--- src/rtl/switch_conditioner_pkg.sv ---
// Shared constants and types for the switch conditioner slice.
// Optional feature macro: SWITCH_CONDITIONER_AUTO_REPEAT_EN (see debounce_channel).
package switch_cond_pkg;

  localparam int unsigned NSW_DEF           = 8;
  localparam int unsigned DEB_CYCLES_DEF    = 4;
  localparam int unsigned REPEAT_DELAY_DEF  = 16;
  localparam int unsigned REPEAT_PERIOD_DEF = 8;

  typedef logic [NSW_DEF-1:0] sw_vec_t;

  // Auto-repeat phase: waiting for the first repeat, or for the periodic ones.
  typedef enum logic [1:0] {
    RPT_IDLE,
    RPT_FIRST,
    RPT_NEXT
  } rpt_state_t;

  function automatic int unsigned max_u(input int unsigned a, input int unsigned b);
    return (a > b) ? a : b;
  endfunction

endpackage

--- src/rtl/switch_conditioner_if.sv ---
// Switch bundle: raw inputs toward the conditioner, clean level and edge pulses back.
interface switch_conditioner_if
  import switch_cond_pkg::*;
#(
    parameter int unsigned NSW = NSW_DEF
);
    logic [NSW-1:0] sw_raw;
    logic [NSW-1:0] sw_level;
    logic [NSW-1:0] sw_rise;
    logic [NSW-1:0] sw_fall;

    modport master(output sw_raw, input sw_level, input sw_rise, input sw_fall);
    modport slave(input sw_raw, output sw_level, output sw_rise, output sw_fall);
endinterface

--- src/rtl/switch_conditioner_debounce_channel.sv ---
// One switch channel: 2-FF synchronizer, debounce counter, registered level and edge pulses.
// With SWITCH_CONDITIONER_AUTO_REPEAT_EN defined, a held-high level re-pulses rise.
module debounce_channel
  import switch_cond_pkg::*;
#(
    parameter int unsigned DEB_CYCLES    = DEB_CYCLES_DEF,
    parameter int unsigned REPEAT_DELAY  = REPEAT_DELAY_DEF,
    parameter int unsigned REPEAT_PERIOD = REPEAT_PERIOD_DEF
) (
    input  logic clk_2,
    input  logic reset_n,
    input  logic raw,
    output logic level,
    output logic rise,
    output logic fall
);

    localparam int unsigned CW = $clog2(DEB_CYCLES + 1);
    localparam logic [CW-1:0] CNT_LAST = CW'(DEB_CYCLES - 1);

    logic          meta;
    logic          sync;
    logic [CW-1:0] cnt;
    logic          accept;

`ifdef SWITCH_CONDITIONER_AUTO_REPEAT_EN
    localparam int unsigned RW = $clog2(max_u(REPEAT_DELAY, REPEAT_PERIOD) + 1);
    localparam logic [RW-1:0] RPT_FIRST_LAST = RW'(REPEAT_DELAY - 1);
    localparam logic [RW-1:0] RPT_NEXT_LAST  = RW'(REPEAT_PERIOD - 1);

    logic [RW-1:0] rcnt;
    rpt_state_t    rpt_state;
    logic [RW-1:0] rpt_last;

    always_comb begin
        rpt_last = (rpt_state == RPT_NEXT) ? RPT_NEXT_LAST : RPT_FIRST_LAST;
    end
`endif

    always_comb begin
        accept = (sync != level) && (cnt == CNT_LAST);
    end

    always_ff @(posedge clk_2 or negedge reset_n) begin
        if (!reset_n) begin
            meta  <= 1'b0;
            sync  <= 1'b0;
            cnt   <= '0;
            level <= 1'b0;
            rise  <= 1'b0;
            fall  <= 1'b0;
`ifdef SWITCH_CONDITIONER_AUTO_REPEAT_EN
            rcnt      <= '0;
            rpt_state <= RPT_IDLE;
`endif
        end else begin
            meta <= raw;
            sync <= meta;
            rise <= 1'b0;
            fall <= 1'b0;
            if (accept) begin
                level <= sync;
                cnt   <= '0;
                rise  <= sync;
                fall  <= ~sync;
            end else if (sync == level) begin
                cnt <= '0;
            end else begin
                cnt <= cnt + 1'b1;
            end
`ifdef SWITCH_CONDITIONER_AUTO_REPEAT_EN
            // Repeat timer restarts on every accepted edge; it only runs while level stays high.
            if (!level || accept) begin
                rcnt      <= '0;
                rpt_state <= (accept && sync) ? RPT_FIRST : RPT_IDLE;
            end else if (rcnt == rpt_last) begin
                rise      <= 1'b1;
                rcnt      <= '0;
                rpt_state <= RPT_NEXT;
            end else begin
                rcnt <= rcnt + 1'b1;
            end
`endif
        end
    end

endmodule

--- src/rtl/switch_conditioner.sv ---
// Top: NSW independent debounce channels conditioning raw slide switches into clk_2.
// Optional auto-repeat on held switches: define SWITCH_CONDITIONER_AUTO_REPEAT_EN.
module switch_conditioner
  import switch_cond_pkg::*;
#(
    parameter int unsigned NSW           = NSW_DEF,
    parameter int unsigned DEB_CYCLES    = DEB_CYCLES_DEF,
    parameter int unsigned REPEAT_DELAY  = REPEAT_DELAY_DEF,
    parameter int unsigned REPEAT_PERIOD = REPEAT_PERIOD_DEF
) (
    input logic                 clk_2,
    input logic                 reset_n,
    switch_conditioner_if.slave sw_if
);

    logic [NSW-1:0] level_v;
    logic [NSW-1:0] rise_v;
    logic [NSW-1:0] fall_v;

    for (genvar i = 0; i < NSW; i++) begin : g_ch
        debounce_channel #(
            .DEB_CYCLES   (DEB_CYCLES),
            .REPEAT_DELAY (REPEAT_DELAY),
            .REPEAT_PERIOD(REPEAT_PERIOD)
        ) u_ch (
            .clk_2  (clk_2),
            .reset_n(reset_n),
            .raw    (sw_if.sw_raw[i]),
            .level  (level_v[i]),
            .rise   (rise_v[i]),
            .fall   (fall_v[i])
        );
    end

    assign sw_if.sw_level = level_v;
    assign sw_if.sw_rise  = rise_v;
    assign sw_if.sw_fall  = fall_v;

endmodule
--- src/flat_wrapper.sv ---
// flat-port wrapper written by rule: the top's interface ports become plain ports
module switch_conditioner_flat import switch_cond_pkg::*;
#(
    parameter int unsigned NSW           = NSW_DEF,
    parameter int unsigned DEB_CYCLES    = DEB_CYCLES_DEF,
    parameter int unsigned REPEAT_DELAY  = REPEAT_DELAY_DEF,
    parameter int unsigned REPEAT_PERIOD = REPEAT_PERIOD_DEF
)
  (clk_2, reset_n, sw_if_sw_raw, sw_if_sw_level, sw_if_sw_rise, sw_if_sw_fall);
  switch_conditioner_if #(.NSW(NSW)) sw_if_i ();
  input logic clk_2;
  input logic reset_n;
  input wire logic [$bits(sw_if_i.sw_raw)-1:0] sw_if_sw_raw;
  output wire logic [$bits(sw_if_i.sw_level)-1:0] sw_if_sw_level;
  output wire logic [$bits(sw_if_i.sw_rise)-1:0] sw_if_sw_rise;
  output wire logic [$bits(sw_if_i.sw_fall)-1:0] sw_if_sw_fall;
  assign sw_if_i.sw_raw = sw_if_sw_raw;
  assign sw_if_sw_level = sw_if_i.sw_level;
  assign sw_if_sw_rise = sw_if_i.sw_rise;
  assign sw_if_sw_fall = sw_if_i.sw_fall;
  switch_conditioner #(.NSW(NSW), .DEB_CYCLES(DEB_CYCLES), .REPEAT_DELAY(REPEAT_DELAY), .REPEAT_PERIOD(REPEAT_PERIOD)) u_core (.clk_2(clk_2), .reset_n(reset_n), .sw_if(sw_if_i));
endmodule
--- config.mk ---
export PLATFORM = sky130hd
export DESIGN_NAME = switch_conditioner_flat
export DESIGN_NICKNAME = d
export VERILOG_FILES = /design/src/rtl/switch_conditioner_pkg.sv /design/src/rtl/switch_conditioner_if.sv /design/src/rtl/switch_conditioner_debounce_channel.sv /design/src/rtl/switch_conditioner.sv /design/src/flat_wrapper.sv
export SDC_FILE = /design/constraint.sdc
export NUM_CORES = 1
export LEC_CHECK = 0
export ABC_CLOCK_PERIOD_IN_PS = 1500
export CORE_ASPECT_RATIO = 0.7
export CORE_UTILIZATION = 53
export DETAILED_ROUTE_END_ITERATION = 7
export PLACE_DENSITY = 0.81
export SLEW_MARGIN = 30
export SYNTH_ARGS = -nofsm -noshare
export SYNTH_HDL_FRONTEND = slang
export SYNTH_SLANG_ARGS = --single-unit
--- constraint.sdc ---
create_clock -name clk_2 -period 1.5 [get_ports clk_2]
set_clock_uncertainty 0.05 [all_clocks]
set_input_delay 0.225 -clock clk_2 [delete_from_list [all_inputs] [get_ports clk_2]]
set_output_delay 0.225 -clock clk_2 [all_outputs]
set_load 0.02 [all_outputs]
==> results.toml, run 1 <==
[cts]
clk_pin_slew_ns = 0.06
clock_tree.buffer_depth = 2
clk_latency_ns = 0.33
ctsRootBufferMaster = "clkbuf_8"
cts_buffers = 9
post-cts-setup-buffer-count = 0
cts.sinks = 64
tritoncts = "done"
cts_htree_levels = 3

[route]
first_pass_iters = 4
ant_nets = 0
first_iter_violations = 26
vias_per_cell = 4.97
wirelength_um = 3840
routed-via-count = 1312
drc_errors = 0
wl_per_cell_um = 14.5

[finish]
fillCellCount = 321
drive_gt1_share_pct = 13.9
multi_input_area_um2 = 632
seq_area_um2 = 1600
synthToLayoutAreaGrowth_pct = 17.4
antenna_cells = 0
num-nets-final = 230

[timing]
rsz0062_at_grt = "false"
fin_crit_sh_pct = 93.1
tns_ns = 0
setup_ws_ns = 0.104
hold_viol = 0
max_freq_mhz = 716
worstMarginPinSlew_ns = 0.533
setup_violations = 0
hold_slack_ns = 0.279
drv_slew = 0
max-slew-margin-rel_pct = 64.5
period_needed_ns = 1.40

[global_route]
antenna_found_initial = 0
grt_pass1_wl_um = 6550
grt_max_degree = 33
grt_pass1_vias = 1418
grt-ovfl-total = 0
grtUsageTotal_pct = 18.4

[logic_synthesis]
ys_warn_count = 0
synthCells = 180
netlist_area_um2 = 2470
yosysSeqAreaShare_pct = 64.9
synth-seq-cells = 64
synth_area_per_cell_um2 = 13.7
synth_fp_nets = 206
ys_types = 14

[setup_path]
worstPathRequired_ns = 1.22
arrival_ns = 1.12
crit_fanout = 4
crit_path_end_kind = "output pin"
cp-start-kind = "flip-flop"
path_cells = "dlygate4sd2_1"
slowest_delay_ns = 0.41
critPathBufInv = 1
crit_family = "flip-flops"
crit_type = "reg2out"
critPathSlowestCell = "dfrtp_1"

[die]
core_area_um2 = 4400
start_util_pct = 56.0
die_h_um = 59.1
die-area_um2 = 4930
num_rows = 20
die_w_um = 83.5
ios = 34

[placed_design]
port_buffers = 33
dp_slack_ns = 0.121
dp_hpwl_um = 2800
place_congestion = 0.701

[pwr]
power_density_nw_per_um2 = 1750
vdd_drop_max_v = 0.00106
power_mw = 5.06
p_leak_nw = 1.46

[outcome]
status = "completed"

[worst_hold_path]
hold_class = "in2reg"

[run]
drv_cap = 0
-- what timing repair did --
action,in CTS,in global routing
hold buffers,1,0
gates resized for setup,24,0
endpoints found under the setup margin,24,0
endpoints found under the hold margin,18,0
-- synth_stat cells, drive strengths merged --
library cell | number | area share, %
dfrtp | 64 | 65
nor2 | 6 | 0.91
buf | 24 | 7.3
nor3b | 14 | 5.9
inv | 14 | 2.1
ha | 16 | 8.1
nor3 | 16 | 3.2
and3b | 4 | 1.6
mux2 | 2 | 0.91
o21ai | 6 | 1.2
xnor2 | 8 | 2.8
nand2 | 6 | 0.91
-- placed cells by master, fill, tap and decap left out, drive strengths merged --
cell type	n
mux2	2
xnor2	8
o21ai	6
buf	4
dfrtp	64
dlygate4sd3	1
clkdlybuf4s50	8
nor3	16
nor2	6
inv	14
and3b	4
clkbuf	13
clkinv	2
nand2	6
ha	16
nor3b	14
bufinv	1
dlygate4sd2	24
-- area by class of cell --
type                       instances  area share, %
clock buffer                      13           5.49
clock inverter                     3           1.38
inverter                          14           1.82
multi-input combinational         78           21.8
sequential                        64           55.3
tap                               55           2.38
timing repair buffer              37           11.8
-- flip-flops by register name, summed over array words and instances (netlist names) --
register                flops
u_core.g_ch.u_ch.meta       8
u_core.g_ch.u_ch.fall       8
u_core.g_ch.u_ch.level      8
u_core.g_ch.u_ch.rise       8
u_core.g_ch.u_ch.sync       8
u_core.g_ch.u_ch.cnt       24
-- per-layer routing --
| layer | up-vias | share of wire [%] | GRT usage (%) |
|---|---|---|---|
| met5 | - | 0 | 0 |
| met4 | 0 | 0.26 | 5.08 |
| met3 | 2 | 6.6 | 10.2 |
| met2 | 36 | 52 | 31.7 |
| met1 | 653 | 42 | 20.1 |
| li1 | 621 | - | - |
-- final timing paths --
| check | startpoint | endpoint | slack (ns) | cells after the start |
|---|---|---|---|---|
| setup reg to reg | u_core.g_ch[2].u_ch.cnt[0] | u_core.g_ch[2].u_ch.level | 0.12 | 3 |
| hold reg to reg | u_core.g_ch[2].u_ch.meta | u_core.g_ch[2].u_ch.sync | 0.30 | 0 |
| max in group asynchronous | reset_n | u_core.g_ch[1].u_ch.cnt[0] | 0.50 | 3 |
| hold / removal | sw_if_sw_raw[2] | u_core.g_ch[2].u_ch.meta | 0.28 | 1 |
| setup / recovery | u_core.g_ch[7].u_ch.level | sw_if_sw_level[7] | 0.10 | 1 |
| min in group asynchronous | reset_n | u_core.g_ch[4].u_ch.rise | 0.35 | 2 |
-- power by group --
group	total, mW	internal [mW]	switching, mW
clock	1.45	0.854	0.601
sequential	2.35	2.10	0.245
combinational	1.26	0.578	0.680
total	5.06	3.53	1.53
-- cells by family after synthesis --
family	Yosys count	share of synthesized area [%]
compound gates	6	1.22
simple gates	46	12.5
buf+inv	38	9.44
mux	2	0.913
flops	64	64.9
fa+ha+maj	16	8.12
xor+xnor	8	2.84
-- stage by stage --
stage / utilization, % / instances / instance area (µm²)
after detailed placement: 61.6 / 247 / 2720
after CTS: 65.7 / 264 / 2890
after global routing: 65.7 / 264 / 2890
final: 65.7 / 264 / 2890
after floorplan: - / 180 / 2470
after global placement: 61.6 / 247 / 2720
(Power assumes the default switching activity.)
==> run 2, diff against run 1 <==
CELL_PAD_IN_SITES_DETAIL_PLACEMENT = 1   (was not set)
CELL_PAD_IN_SITES_GLOBAL_PLACEMENT = 2   (was not set)
CORE_UTILIZATION = 37   (was 53)
==> results.toml, run 2 (synthesis gave the netlist of run 1 again) <==
[outcome]
status = "completed"

[cts]
ctsRootBufferMaster = "clkbuf_8"
cts.sinks = 64
cts_buffers = 9
cts_htree_levels = 3
clk_pin_slew_ns = 0.08
clock_tree.buffer_depth = 2
tritoncts = "done"
clk_latency_ns = 0.34

[pwr]
p_leak_nw = 1.47
power_density_nw_per_um2 = 1800
vdd_drop_max_v = 0.000677

[run]
drv_cap = 0

[global_route]
grt_use_met2_pct = 18.6
grt_pass1_wl_um = 6310
grt_busiest_layer = "met2"
grt_pass1_vias = 1360
use_met3_pct = 7.11
grt-ovfl-total = 0
antenna_found_initial = 0
met1_usage_pct = 14.8
grtUsageTotal_pct = 12.4
grt_max_degree = 65

[finish]
top_register = "u_core.g_ch.u_ch.cnt"
synthToLayoutAreaGrowth_pct = 20.4
antenna_cells = 0
drive_gt1_share_pct = 14.0
largest_reg_flops = 24
mostFrequentLayoutCell = "dfrtp_1"
num-nets-final = 228
final_cell_mix = "64 x dfrtp_1, 24 x dlygate4sd2_1, 16 x nor3_1, 16 x ha_1, 14 x inv_1"

[setup_path]
reg2reg_from = "u_core.g_ch[1].u_ch.cnt[0]"
critical_path.endpoint = "sw_if_sw_level[6]"
rr_worst_depth = 3
path_cells = "dlygate4sd2_1"
crit_cells = 1
critPathBufInv = 1
worstPathRequired_ns = 1.22
startpoint = "u_core.g_ch[6].u_ch.level"
arrival_ns = 1.09
crit_type = "reg2out"
cp-start-kind = "flip-flop"
crit_path_end_kind = "output pin"
r2r-end = "u_core.g_ch[1].u_ch.level"
slowest_delay_ns = 0.42
critPathSlowestCell = "dfrtp_1"
crit_family = "flip-flops"
r2r_slack_ns = 0.14
crit_fanout = 4

[timing]
setup_violations = 0
hold_viol = 0
period_needed_ns = 1.37
worstMarginPinSlew_ns = 0.374
setup_ws_ns = 0.130
max_freq_mhz = 730
rsz0062_at_grt = "false"
fin_crit_sh_pct = 91.3
max-slew-margin-rel_pct = 74.9
tns_ns = 0
drv_slew = 0

[die]
core_area_um2 = 6340
num_rows = 24
die-area_um2 = 7000
start_util_pct = 38.9
die_h_um = 70.3
die_w_um = 99.6
ios = 34

[route]
ant_nets = 0
first_pass_iters = 2
wl_per_cell_um = 12.3
vias_per_cell = 4.28
wirelength_um = 3680
routed-via-count = 1275
first_iter_violations = 33
drc_errors = 0

[worst_hold_path]
hold_class = "in2reg"
min-delay-start = "sw_if_sw_raw[5]"

[placed_design]
dp_hpwl_um = 2410
port_buffers = 33
place_congestion = 0.659
dp_slack_ns = 0.149
run 2: metal layers:
layer	vias up	routed length (µm)
met3	4	263
met1	622	1800
met5	-	0
met4	0	29
met2	34	1580
li1	615	-
run 2: where the power goes:
part	switching [mW]	internal (mW)	leakage, nW
Combinational	0.662	0.565	0.524
Clock	0.673	1.11	0.119
Sequential	0.230	2.10	0.825
Total	1.57	3.77	1.47
run 2: final cells by class:
| class | instances | area (µm²) |
|---|---|---|
| Sequential cell | 64 | 1600 |
| Timing Repair Buffer | 35 | 325 |
| Tap cell | 91 | 114 |
| Clock inverter | 7 | 120 |
| Fill cell | 654 | 3370 |
| Multi-Input combinational cell | 78 | 632 |
| Clock buffer | 9 | 124 |
| Inverter | 14 | 52.6 |
run 2: timing repair:
item	CTS	global route
endpoints found under the setup margin	24	0
hold endpoints to repair	64	0
hold buffers	1	0
resized for setup	24	0
setup buffers	0	0
run 2: worst min path at each step:
stage,to,slack (ns),depth (start not counted)
floorplan,u_core.g_ch[0].u_ch.cnt[0],-0.12,0
global placement,u_core.g_ch[4].u_ch.fall,0.21,2
detailed placement,u_core.g_ch[4].u_ch.level,0.22,2
CTS,u_core.g_ch[5].u_ch.meta,0.26,1
global route,u_core.g_ch[6].u_ch.meta,0.25,1
finish,u_core.g_ch[5].u_ch.meta,0.27,1
run 2: per-stage QoR:
stage	cells	total power, mW	hold slack (ns)	cell area (µm²)	util, %
6_report	298	5.34	0.272	2970	46.9
5_1_grt	298	5.70	0.250	2970	46.9
4_1_cts	298	5.43	0.258	2970	46.9
3_5_place_dp	281	3.70	0.221	2750	43.3
3_3_place_gp	281	3.63	0.215	2750	43.3
2_1_floorplan	180	3.35	-0.121	2470	-
